**config.mk**
```make
export PLATFORM = sky130hd
export DESIGN_NAME = mem_access
export DESIGN_NICKNAME = d
export VERILOG_FILES = /design/src/rtl/mem_access_pkg.sv /design/src/rtl/mem_align.sv /design/src/rtl/mem_access.sv
export SDC_FILE = /design/constraint.sdc
export NUM_CORES = 1
export LEC_CHECK = 0
export CAP_MARGIN = 40
export CORE_UTILIZATION = 45
export CTS_BUF_LIST = sky130_fd_sc_hd__clkbuf_16
export DETAILED_ROUTE_END_ITERATION = 10
export PLACE_DENSITY = 0.81
export SLEW_MARGIN = 10
export SYNTH_ARGS = -nofsm -noshare
export SYNTH_HDL_FRONTEND = slang
export SYNTH_SLANG_ARGS = --single-unit
```
**constraint.sdc**
```tcl
create_clock -name clk -period 6.85 [get_ports clk]
set_clock_uncertainty 0.1 [all_clocks]
set_input_delay 1.37 -clock clk [delete_from_list [all_inputs] [get_ports clk]]
set_output_delay 1.37 -clock clk [all_outputs]
set_load 0.03 [all_outputs]
```
**src/rtl/mem_access_pkg.sv**
```systemverilog
// mem_access_pkg: memory-op, size, excode and state encodings shared by the memory stage
package mem_access_pkg;
  typedef enum logic [3:0] {OP_NONE, OP_LB, OP_LBU, OP_LH, OP_LHU, OP_LW, OP_SB, OP_SH, OP_SW} mem_op_e;
  typedef enum logic [1:0] {IDLE, REQ, WAIT} state_e;
  localparam logic [4:0] EX_OV = 5'h0c;
  localparam logic [4:0] EXC_ADEL = 5'h04;
  localparam logic [4:0] EXC_ADES = 5'h05;
  localparam logic [1:0] SZ_BYTE = 2'd0;
  localparam logic [1:0] SZ_HALF = 2'd1;
  localparam logic [1:0] SZ_WORD = 2'd2;
  function automatic logic is_load(input logic [3:0] op);
    return op != OP_NONE && op <= OP_LW;
  endfunction
  function automatic logic is_half(input logic [3:0] op);
    return op == OP_LH || op == OP_LHU || op == OP_SH;
  endfunction
  function automatic logic is_word(input logic [3:0] op);
    return op == OP_LW || op == OP_SW;
  endfunction
  function automatic logic [1:0] size_of(input logic [3:0] op);
    return is_word(op) ? SZ_WORD : is_half(op) ? SZ_HALF : SZ_BYTE;
  endfunction
endpackage

```
**src/rtl/mem_align.sv**
```systemverilog
// mem_align: store-lane replication and load lane extraction with sign/zero extension
module mem_align
  import mem_access_pkg::*;
(
  input  logic [3:0]  st_op,
  input  logic [31:0] store_data,
  input  logic [3:0]  ld_op,
  input  logic [1:0]  lane,
  input  logic [31:0] rdata,
  output logic [31:0] wdata,
  output logic [31:0] load_data
);
  logic [7:0]  b;
  logic [15:0] h;
  assign wdata = st_op == OP_SB ? {4{store_data[7:0]}} : st_op == OP_SH ? {2{store_data[15:0]}} : store_data;
  assign b = rdata[{lane, 3'b000} +: 8];
  assign h = lane[1] ? rdata[31:16] : rdata[15:0];
  always_comb begin
    load_data = ld_op == OP_LB  ? {{24{b[7]}}, b} :
                ld_op == OP_LBU ? {24'h0, b} :
                ld_op == OP_LH  ? {{16{h[15]}}, h} :
                ld_op == OP_LHU ? {16'h0, h} : rdata;
  end
endmodule

```
**src/rtl/mem_access.sv**
```systemverilog
// mem_access: memory stage with alignment exceptions and a split request/response data bus
module mem_access #(
  parameter int         ADDR_W   = 32,
  parameter logic [4:0] EXC_ADEL = 5'h04,
  parameter logic [4:0] EXC_ADES = 5'h05
) (
  input  logic              clk,
  input  logic              rst,
  input  logic              exe_valid,
  input  logic [3:0]        mem_op,
  input  logic [ADDR_W-1:0] alu_out,
  input  logic [31:0]       store_data,
  input  logic              exe_cp0_ex,
  input  logic [4:0]        exe_cp0_excode,
  input  logic              flush,
  output logic              data_req,
  output logic              data_wr,
  output logic [1:0]        data_size,
  output logic [ADDR_W-1:0] data_addr,
  output logic [31:0]       data_wdata,
  input  logic              data_addr_ok,
  input  logic              data_data_ok,
  input  logic [31:0]       data_rdata,
  output logic [31:0]       mem_rdata,
  output logic              mem_done,
  output logic              mem_cp0_ex,
  output logic [4:0]        mem_cp0_excode,
  output logic [ADDR_W-1:0] badvaddr,
  output logic              stall
);
  import mem_access_pkg::*;
  state_e state, state_n;
  logic [3:0]        op_q;
  logic [ADDR_W-1:0] addr_q;
  logic [1:0]        size_q;
  logic [31:0]       wdata_q, wdata_n, load_data;
  logic              cancel, misaligned, start, fin, done_n;
  mem_align u_align (
    .st_op(mem_op), .store_data(store_data), .ld_op(op_q), .lane(addr_q[1:0]),
    .rdata(data_rdata), .wdata(wdata_n), .load_data(load_data)
  );
  assign misaligned = (is_half(mem_op) & alu_out[0]) | (is_word(mem_op) & |alu_out[1:0]);
  assign start = state == IDLE & exe_valid & mem_op != 4'd0 & !exe_cp0_ex & !misaligned & !flush;
  assign mem_cp0_ex = exe_cp0_ex | (exe_valid & misaligned);
  assign mem_cp0_excode = exe_cp0_ex ? exe_cp0_excode : is_load(mem_op) ? EXC_ADEL : EXC_ADES;
  assign data_req = state == REQ;
  assign data_wr = op_q >= OP_SB;
  assign data_size = size_q;
  assign data_addr = {addr_q[ADDR_W-1:2], 2'b00};
  assign data_wdata = wdata_q;
  assign stall = start | state == REQ | (state == WAIT & !data_data_ok);
  // an accepted request must drain its response even when flushed; only its effects are dropped
  assign fin = data_data_ok & ((state == REQ & data_addr_ok) | state == WAIT);
  assign done_n = fin & !cancel & !flush;
  always_ff @(posedge clk or posedge rst) begin
    if (rst) state <= IDLE;
    else state <= state_n;
  end
  always_comb begin
    state_n = state;
    state_n = state == IDLE ? (start ? REQ : IDLE) :
              state == REQ  ? (data_addr_ok ? (data_data_ok ? IDLE : WAIT) : (flush ? IDLE : REQ)) :
              (data_data_ok ? IDLE : WAIT);
  end
  always_ff @(posedge clk or posedge rst) begin
    if (rst) begin
      op_q <= '0;
      addr_q <= '0;
      size_q <= '0;
      wdata_q <= '0;
      cancel <= 1'b0;
      mem_rdata <= '0;
      mem_done <= 1'b0;
      badvaddr <= '0;
    end else begin
      if (start) begin
        op_q <= mem_op;
        addr_q <= alu_out;
        size_q <= size_of(mem_op);
        wdata_q <= wdata_n;
      end
      cancel <= state_n != IDLE & (cancel | flush);
      mem_done <= done_n;
      if (done_n & is_load(op_q)) mem_rdata <= load_data;
      if (exe_valid & misaligned) badvaddr <= alu_out;
    end
  end
endmodule

```
After elaboration in Yosys (flattened, before gate mapping) --
Cells that the tools add are included. Widths: inputs -> output; s select.
Storage, ports and cells: bits in registers 138, latch bits 0, bits in writable memories 0, memory bits (read-only) 0, bits of input ports 112, output and inout port bits 140, logic and storage cells 78, memories kept 0
Operators by class: add/sub/neg operators 0, multipliers 0, div/mod/pow operators 0, magnitude comparators 3, equality and inequality tests 12, shift operators 1, muxes and demuxes 17, bitwise logic cells 21, reduce and logical (&&, ||, !) cells 15
Operator list (number):
- $mux 32 | 6
- $shiftx 32x6->8 | 1
- $eq 4x3->1 const B | 5
- $mux 16 | 1
- $and 1x1->1 | 15
- $eq 4x2->1 const B | 3
- $mux 2 | 5
- $le 4x3->1 const B | 2
- $reduce_bool 4->1 | 2
- $or 1x1->1 | 6
- $logic_not 1->1 | 5
- $mux 5 | 1
- $eq 4x1->1 const B | 1
- $eq 4x4->1 const B | 1
- $ge 4x3->1 const B | 1
- $mux 1 | 4
- $logic_or 1x1->1 | 3
- $eq 2x1->1 const B | 1
- $eq 2x2->1 const B | 1
- $logic_and 1x1->1 | 2
- $logic_not 2->1 | 1
- $reduce_bool 2->1 | 1
- $reduce_or 2->1 | 1

Logic depth before layout (Yosys ltp) --
Gate-level depths: netlist of run 1.
depth in word-level cells 12, depth in mapped cells 7, mapped depth without buffers 5

Hierarchy --
From an unflattened synthesis of run 1, not the netlist that was laid out.
Unflattened totals: cells, all modules 571, area total of the unflattened synthesis 7344.5 um^2
Modules (own cells, without submodules):
- mem_access | times used 1, cells an instance 367, area an instance 5715.5 um^2, seq. area each 3453.3 um^2
- mem_align | times used 1, cells an instance 204, area an instance 1629.1 um^2, seq. area each 0.0 um^2

Worst setup path after synthesis of run 1 --
Ideal clock, no wire load.
path type input-to-output, from in flush, to out stall, arrival time 2.877 ns, slack 2.503 ns, cell stages on the path 5, path buffers 1, path through or4b_1 -> a211o_1 -> nor2_8 -> buf_6 -> a211o_1
Between the ends: word-level cells in the longest chain between the ends 4
Ends and longest elaborated chain:
- start: declaration | RTL line mem_access.sv:15 | input logic flush,
- $logic_not 1->1 | RTL line mem_access.sv:43 | assign start = state == IDLE & exe_valid & mem_op != 4'd0 & !exe_cp0_ex & !misaligned & !flush;
- $and 1x1->1 | RTL line mem_access.sv:43
- $or 1x1->1 (2 in series) | RTL line mem_access.sv:51 | assign stall = start | state == REQ | (state == WAIT & !data_data_ok);
- end: declaration | RTL line mem_access.sv:29 | output logic stall
Every way passes these cells.

Worst setup path in the final report of run 1 --
from in mem_op[0], to out stall
Between the ends: word-level cells in the longest chain between the ends 10, elaborated cells on any way between the ends 19
Ends and longest elaborated chain:
- start: declaration | RTL line mem_access.sv:10 | input logic [3:0] mem_op,
- $eq 4x2->1 / $eq 4x3->1 (equally long branches) | RTL line mem_access_pkg.sv:15 | return op == OP_LH || op == OP_LHU || op == OP_SH;
- $logic_or 1x1->1 (2 in series) | RTL line mem_access_pkg.sv:15
- $and 1x1->1 | RTL line mem_access.sv:42 | assign misaligned = (is_half(mem_op) & alu_out[0]) | (is_word(mem_op) & |alu_out[1:0]);
- $or 1x1->1 | RTL line mem_access.sv:42
- $logic_not 1->1 | RTL line mem_access.sv:43
- $and 1x1->1 (*) (2 in series) | RTL line mem_access.sv:43
- $or 1x1->1 (*) (2 in series) | RTL line mem_access.sv:51
Mark *: on every way between the ends. The rest lies on a longest branch, timed or not.

==> results.md, run 1 <==
* Max_slew headroom at 0.451
* Worst hold path type: flop to flop
* Die Width at about 120 um
* Vias per inst at roughly 5.3
* R2r endpoint: data_wdata[31]
* Share of cells above drive strength 1 at 0.210
* Placer Congestion at 0.858
* Most frequent cells in the layout: clkdlybuf4s50_1, dfrtp_1, nand2_1
* Cts hold-fix bufs at 0
* Crit path kind: input pin to primary output
* Switch share at 0.368
* CTS tree: done
* Min Tclk post-route at 5.26 ns
* Worst slack, placed at between 1.5 and 2 ns
* Starting DRT DRC Count at around 420
* Area leader, netlist: dfrtp_1
* Design Power at 3.91 mW
* Crit start category: input pin
* Largest net degree at the start of global routing at 78
* Global-route wire length before repair at 28.7 mm
* Die area at 15500 um^2
* N_diodes at 0
* Postcts setup bufs at 0
* Vias in the first global route at 5343
* Synth cell types at 50
* Util after Layout at 0.667
* Wire per inst at 18.8 um
* Period utilization at 0.767
* Starting Density at 0.464
* Sequential share of power at 0.324
* Final Instance Area at 9730 um^2
* Mean post-synth cell area at 12.3 um^2
* Final ANT Viol Nets at 0
* Top cells by area, synth: dfrtp_1, mux2_4, mux2_2, nand2_1, buf_4
* Clock buffer depth at 2
* Cell Int Power at 2.47 mW
* Top FF cell, synth: dfrtp_1
* Total gr overflow at 0
* Hold Worst Slack at ~0.4 ns
* GRT Util Overall at 0.235
* F_max at 0.190 GHz
* Post-layout nets at 874
* Clock group share of total power at 0.250
* Post-synth top area share at 0.510
* Die H at 125 um
* I/O Buffers at about 250
* Setup tns final at 0 ns
* Post-synth EDFFs at 0
* Max-slew violation count at 0
* Post-route setup slack at 1.59 ns
* Synth warnings at 0
* Latest clock arrival within the worst-skew pair at 0.41 ns
* Worst-path fanout max at 10
* Final setup violation count at 0
* Synth Register Bits at roughly 140
* Net Sw Power at 1.44 mW
* Clock slew at reported path FFs at about 0.06 ns
* RSZ-0062 raised after global routing: false
* Hold Path End: data_wdata[3]
* Post-CTS Resized at 0
* Max_cap viols at 0
* H-tree Lvls at 4
* Inst Count DP at 927
* P&R area growth vs syn at 43.6%
* Worst Path Arrival at 3.79 ns
* Worst r2r path cells at 6
* Count of final hold-check violations at 0
* Ports at 252
* Placed Area at 9100 um^2
* P_leak at between 4 and 5 nW
* Synth Instances at 549
* Worst Tran Pin Value at about 0.82 ns
* Vias at 5114
* Root Driver: clkbuf_16
* R2r startpoint: state[0]
* Drt drc at 0
* Core area at 14600 um^2
* CTS Buf Count at 17
* Worst Path Required at ~5.4 ns
* Fin cells at around 960
* VDD IR max at approximately 180 uV
* Worst Setup End Kind: primary output
* Ys async rst share at 1.00
* R2r setup slk at 3.59 ns
* Initial antenna violation count at 0
* Hpwl dp at 12.8 mm
* Final WL at 18.1 mm
* Gate power share at 0.426
* Placement row count at 44
* 1st-pass router iterations at 5
* Status: complete, no violations
* Sequential share of the synthesized area at 0.510
* CTS sink cnt at 138
* Post-Syn Area at roughly 6800 um^2
* Cell Pwr Density at 402 nW/um^2
* Hold_sp: data_wdata[3]
* Hold depth at 1
* Commonest non-fill, non-tap cell in the layout: clkdlybuf4s50_1
==> synthesized netlist by cell type, drive strengths merged (2+ instances only) <==
cell type / n
a211o: 3
a22oi: 8
mux2: 117
mux4: 7
or3b: 2
nor2: 39
o21ai: 7
nand3b: 2
and2: 3
clkbuf: 10
a21oi: 23
a211oi: 3
nor2b: 4
dfrtp: 138
and3b: 2
nor3: 3
nor3b: 2
a31oi: 14
nand2: 78
nand2b: 2
or2: 2
nand3: 7
buf: 53
inv: 5
==> flip-flops by register name, summed over array words and instances (netlist names) <==
| register | cells |
|---|---|
| addr_q | 32 |
| badvaddr | 32 |
| data_wdata | 32 |
| mem_rdata | 32 |
| op_q | 4 |
| data_size | 2 |
| state | 2 |
| cancel | 1 |
| mem_done | 1 |
==> how the worst max path moves through the flow <==
| stage | startpoint | end | cells past startpoint |
|---|---|---|---|
| floorplan | rst | addr_q[0] | 1 |
| global placement | mem_op[0] | stall | 7 |
| detailed placement | mem_op[0] | stall | 7 |
| CTS | mem_op[0] | stall | 7 |
| global route | mem_op[0] | stall | 7 |
| finish | mem_op[0] | stall | 7 |
==> final cells by class <==
class                      count  area [um^2]
clock inverter                15          200
clock buffer                  17          425
inverter                       5         23.8
multi-input combinational    344         2840
timing repair buffer         256         2550
sequential                   138         3450
fill                        1041         4860
tap                          184          230
==> power groups by stage <==
stage	sequential, mW	clock (mW)	combinational (mW)
floorplan	1.62	0	0.676
CTS	1.27	0.990	1.68
global placement	1.26	0	1.64
finish	1.27	0.976	1.67
global route	1.30	1.03	1.74
detailed placement	1.27	0	1.67
==> logic make-up (layout without fill, tap and decap cells) <==
group           Yosys count  after routing  synth area share
other cells               1              2          0.000554
xor+xnor                  1              1           0.00129
buf+inv                  68            293            0.0713
flops                   138            138             0.510
simple gates            150            150            0.0997
mux                     125            125             0.253
compound gates           66             66            0.0643
==> worst max-delay path, stage by stage <==
cell and delay (ns):
clkdlybuf4s50_1 0.62, nor3b_2 0.34, o21ai_0 0.15, o211ai_2 0.36
nor2_8 0.07, a211o_1 0.27, clkdlybuf4s50_1 0.60
==> metal layers <==
layer,global-route usage,share of wire
met4,0.0907,0.022
met3,0.0610,0.067
met1,0.287,0.40
met5,0,0
met2,0.396,0.51
Note: power is estimated with default switching activity, not from simulation.
==> run 2, diff against run 1 <==
CORE_UTILIZATION = 41   (was 45)
PLACE_DENSITY = 0.78   (was 0.81)
clock period = 4.21 ns   (was 6.85 ns; I/O delays follow)
==> run 2 against run 1 <==
Clock power increased by 65%. Worst hold slack got worse by 0.0071 ns. Worst setup slack got worse by 1.1 ns. Total power increased by 63%. Via count decreased by 0.80%. Sequential power increased by 62%. Non-clock buffer count increased by 3. First-iteration DRC count decreased by 56%. Wire length decreased by 1.5%.
==> results.md, run 2 (synthesized netlist as in run 1, its figures left out) <==
* Status: complete, no violations (unchanged)
* Cell Pwr Density at 650 nW/um^2 (was 402 nW/um^2)
* Most frequent cells in the layout: clkdlybuf4s50_1, dfrtp_1, nand2_1 (unchanged)
* Min Tclk post-route at 3.73 ns
* Crit start category: input pin (unchanged)
* Initial antenna violation count at 0 (unchanged)
* Share of cells above drive strength 1 at 0.215 (was 0.210)
* Postcts setup bufs at 0 (unchanged)
* Sequential share of power at 0.323 (was 0.324)
* Clock group share of total power at 0.252 (was 0.250)
* Final Instance Area at 9820 um^2 (was 9730 um^2)
* Area of the multi-input gates at 2840 um^2 (unchanged)
* FF/Latch Area at 3450 um^2 (unchanged)
* Final ANT Viol Nets at 0 (unchanged)
* Design Power at 6.38 mW (was 3.91 mW)
* Worst Path Required at 3.27 ns (was 5.38 ns)
* Placed Area at 9190 um^2 (was 9100 um^2)
* Global-route wire length before repair at 27.5 mm (was 28.7 mm)
* RSZ-0062 raised after global routing: false (unchanged)
* I/O Buffers at 249 (unchanged)
* Worst Tran Pin Value at 0.677 ns (was 0.823 ns)
* Starting Density at 0.423 (was 0.464)
* Commonest non-fill, non-tap cell in the layout: clkdlybuf4s50_1 (unchanged)
* Period utilization at 0.885
* Crit path kind: input pin to primary output (unchanged)
* Post-layout nets at 877 (was 874)
* F_max at 0.268 GHz
* Worst hold path type: flop to flop (unchanged)
* Root Driver: clkbuf_16 (unchanged)
* Worst Setup End Kind: primary output (unchanged)
* Max-slew violation count at 0 (unchanged)
* Final setup violation count at 0 (unchanged)
* Count of final hold-check violations at 0 (unchanged)
* Drt drc at 0 (unchanged)
* P&R area growth vs syn at 44.9% (was 43.6%)
* VDD IR max at 306 uV (was 183 uV)
* Wire per inst at 17.9 um (was 18.8 um)
* CTS tree: done (unchanged)
* GRT Util Overall at 0.213 (was 0.235)
* Core area at 16000 um^2 (was 14600 um^2)
* Clock slew at reported path FFs at 0.06 ns (about the same)
* Hpwl dp at 12.9 mm (was 12.8 mm)
* H-tree Lvls at 4 (unchanged)
* Vias in the first global route at 5329 (was 5343)
* Cts hold-fix bufs at 0 (unchanged)
* 1st-pass router iterations at 5 (unchanged)
* Routed wire length on met3 at 1.38 mm (was 1.22 mm)
* Gate power share at 0.426 (about the same)
* Max_slew headroom at 0.547 (was 0.451)
* Die H at 131 um (was 125 um)
* CTS Buf Count at 17 (unchanged)
* # fillers at 1258 (was 1041)
* Vias at 5073 (was 5114)
* Largest net degree at the start of global routing at 72 (was 78)
* Clock buffer depth at 2 (unchanged)
* Final WL at 17.8 mm (was 18.1 mm)
* N_diodes at 0 (unchanged)
* Hold Worst Slack at 0.389 ns (was 0.396 ns)
* Worst Path Arrival at 2.78 ns (was 3.79 ns)
* Die Width at 131 um (was 125 um)
* Vias per inst at 5.11 (was 5.33)
* Switch share at 0.361 (was 0.368)
* Met2 WL post-DR at 8.93 mm (was 9.17 mm)
* Top routing layer in use: met4 (unchanged)
* Worst-path fanout max at 10 (unchanged)
* Placer Congestion at 0.851 (was 0.858)
* Cell Int Power at 4.08 mW (was 2.47 mW)
* P_leak at 4.24 nW (was 4.21 nW)
* Max_cap viols at 0 (unchanged)
* Die area at 17000 um^2 (was 15500 um^2)
* Total gr overflow at 0 (unchanged)
* Placement row count at 46 (was 44)
* Ports at 252 (unchanged)
* Starting DRT DRC Count at 183 (was 415)
* Setup tns final at 0 ns (unchanged)
* Met1 WL at 7.18 mm (was 7.27 mm)
* Net Sw Power at 2.30 mW (was 1.44 mW)
* Post-CTS Resized at 0 (unchanged)
* CTS sink cnt at 138 (unchanged)
* Latest clock arrival within the worst-skew pair at 0.41 ns (about the same)
==> run 2: path summary, 6_finish.rpt <==
kind	start	depth (start not counted)	to	slack, ns
setup / recovery	mem_op[0]	5	mem_cp0_excode[0]	0.48
setup reg to reg	addr_q[1]	5	mem_rdata[27]	1.56
min in group asynchronous	rst	2	state[0]	0.56
hold / removal	data_wdata[2]	1	data_wdata[2]	0.39
max in group asynchronous	rst	4	badvaddr[8]	2.59
hold reg to reg	data_wdata[2]	1	data_wdata[2]	0.39
==> run 2: final cells by class <==
| type | count | area share |
|---|---|---|
| sequential | 138 | 0.352 |
| multi-input combinational | 344 | 0.290 |
| timing repair buffer | 259 | 0.265 |
| clock buffer | 17 | 0.0433 |
| tap | 216 | 0.0275 |
| clock inverter | 14 | 0.0208 |
| inverter | 5 | 0.00229 |
==> run 2: through the flow <==
| step | util | worst slack, ns | cells |
|---|---|---|---|
| floorplan | - | 0.919 | 550 |
| global placement | 0.573 | 0.513 | 960 |
| detailed placement | 0.574 | 0.480 | 962 |
| CTS | 0.614 | 0.456 | 993 |
| global route | 0.614 | 0.345 | 993 |
| finish | 0.614 | 0.484 | 993 |
==> run 2: routing by layer <==
metal | track usage | vias to the layer above
met2 | 0.364 | 233
met4 | 0.0784 | 0
met3 | 0.0696 | 26
li1 | - | 2315
met1 | 0.250 | 2499
met5 | 0 | -
==> run 2: power groups by stage <==
stage / Combinational [mW] / Sequential (mW) / Clock, mW
floorplan: 1.10 / 2.64 / 0
global placement: 2.68 / 2.04 / 0
detailed placement: 2.73 / 2.07 / 0
CTS: 2.73 / 2.06 / 1.64
global route: 2.85 / 2.11 / 1.69
finish: 2.71 / 2.06 / 1.61
==> run 2: critical path, stage by stage <==
cell and delay [ns]:
clkdlybuf4s50_1 0.60, nor3_1 0.36, a211oi_1 0.11, o21ai_0 0.17, clkdlybuf4s50_1 0.70
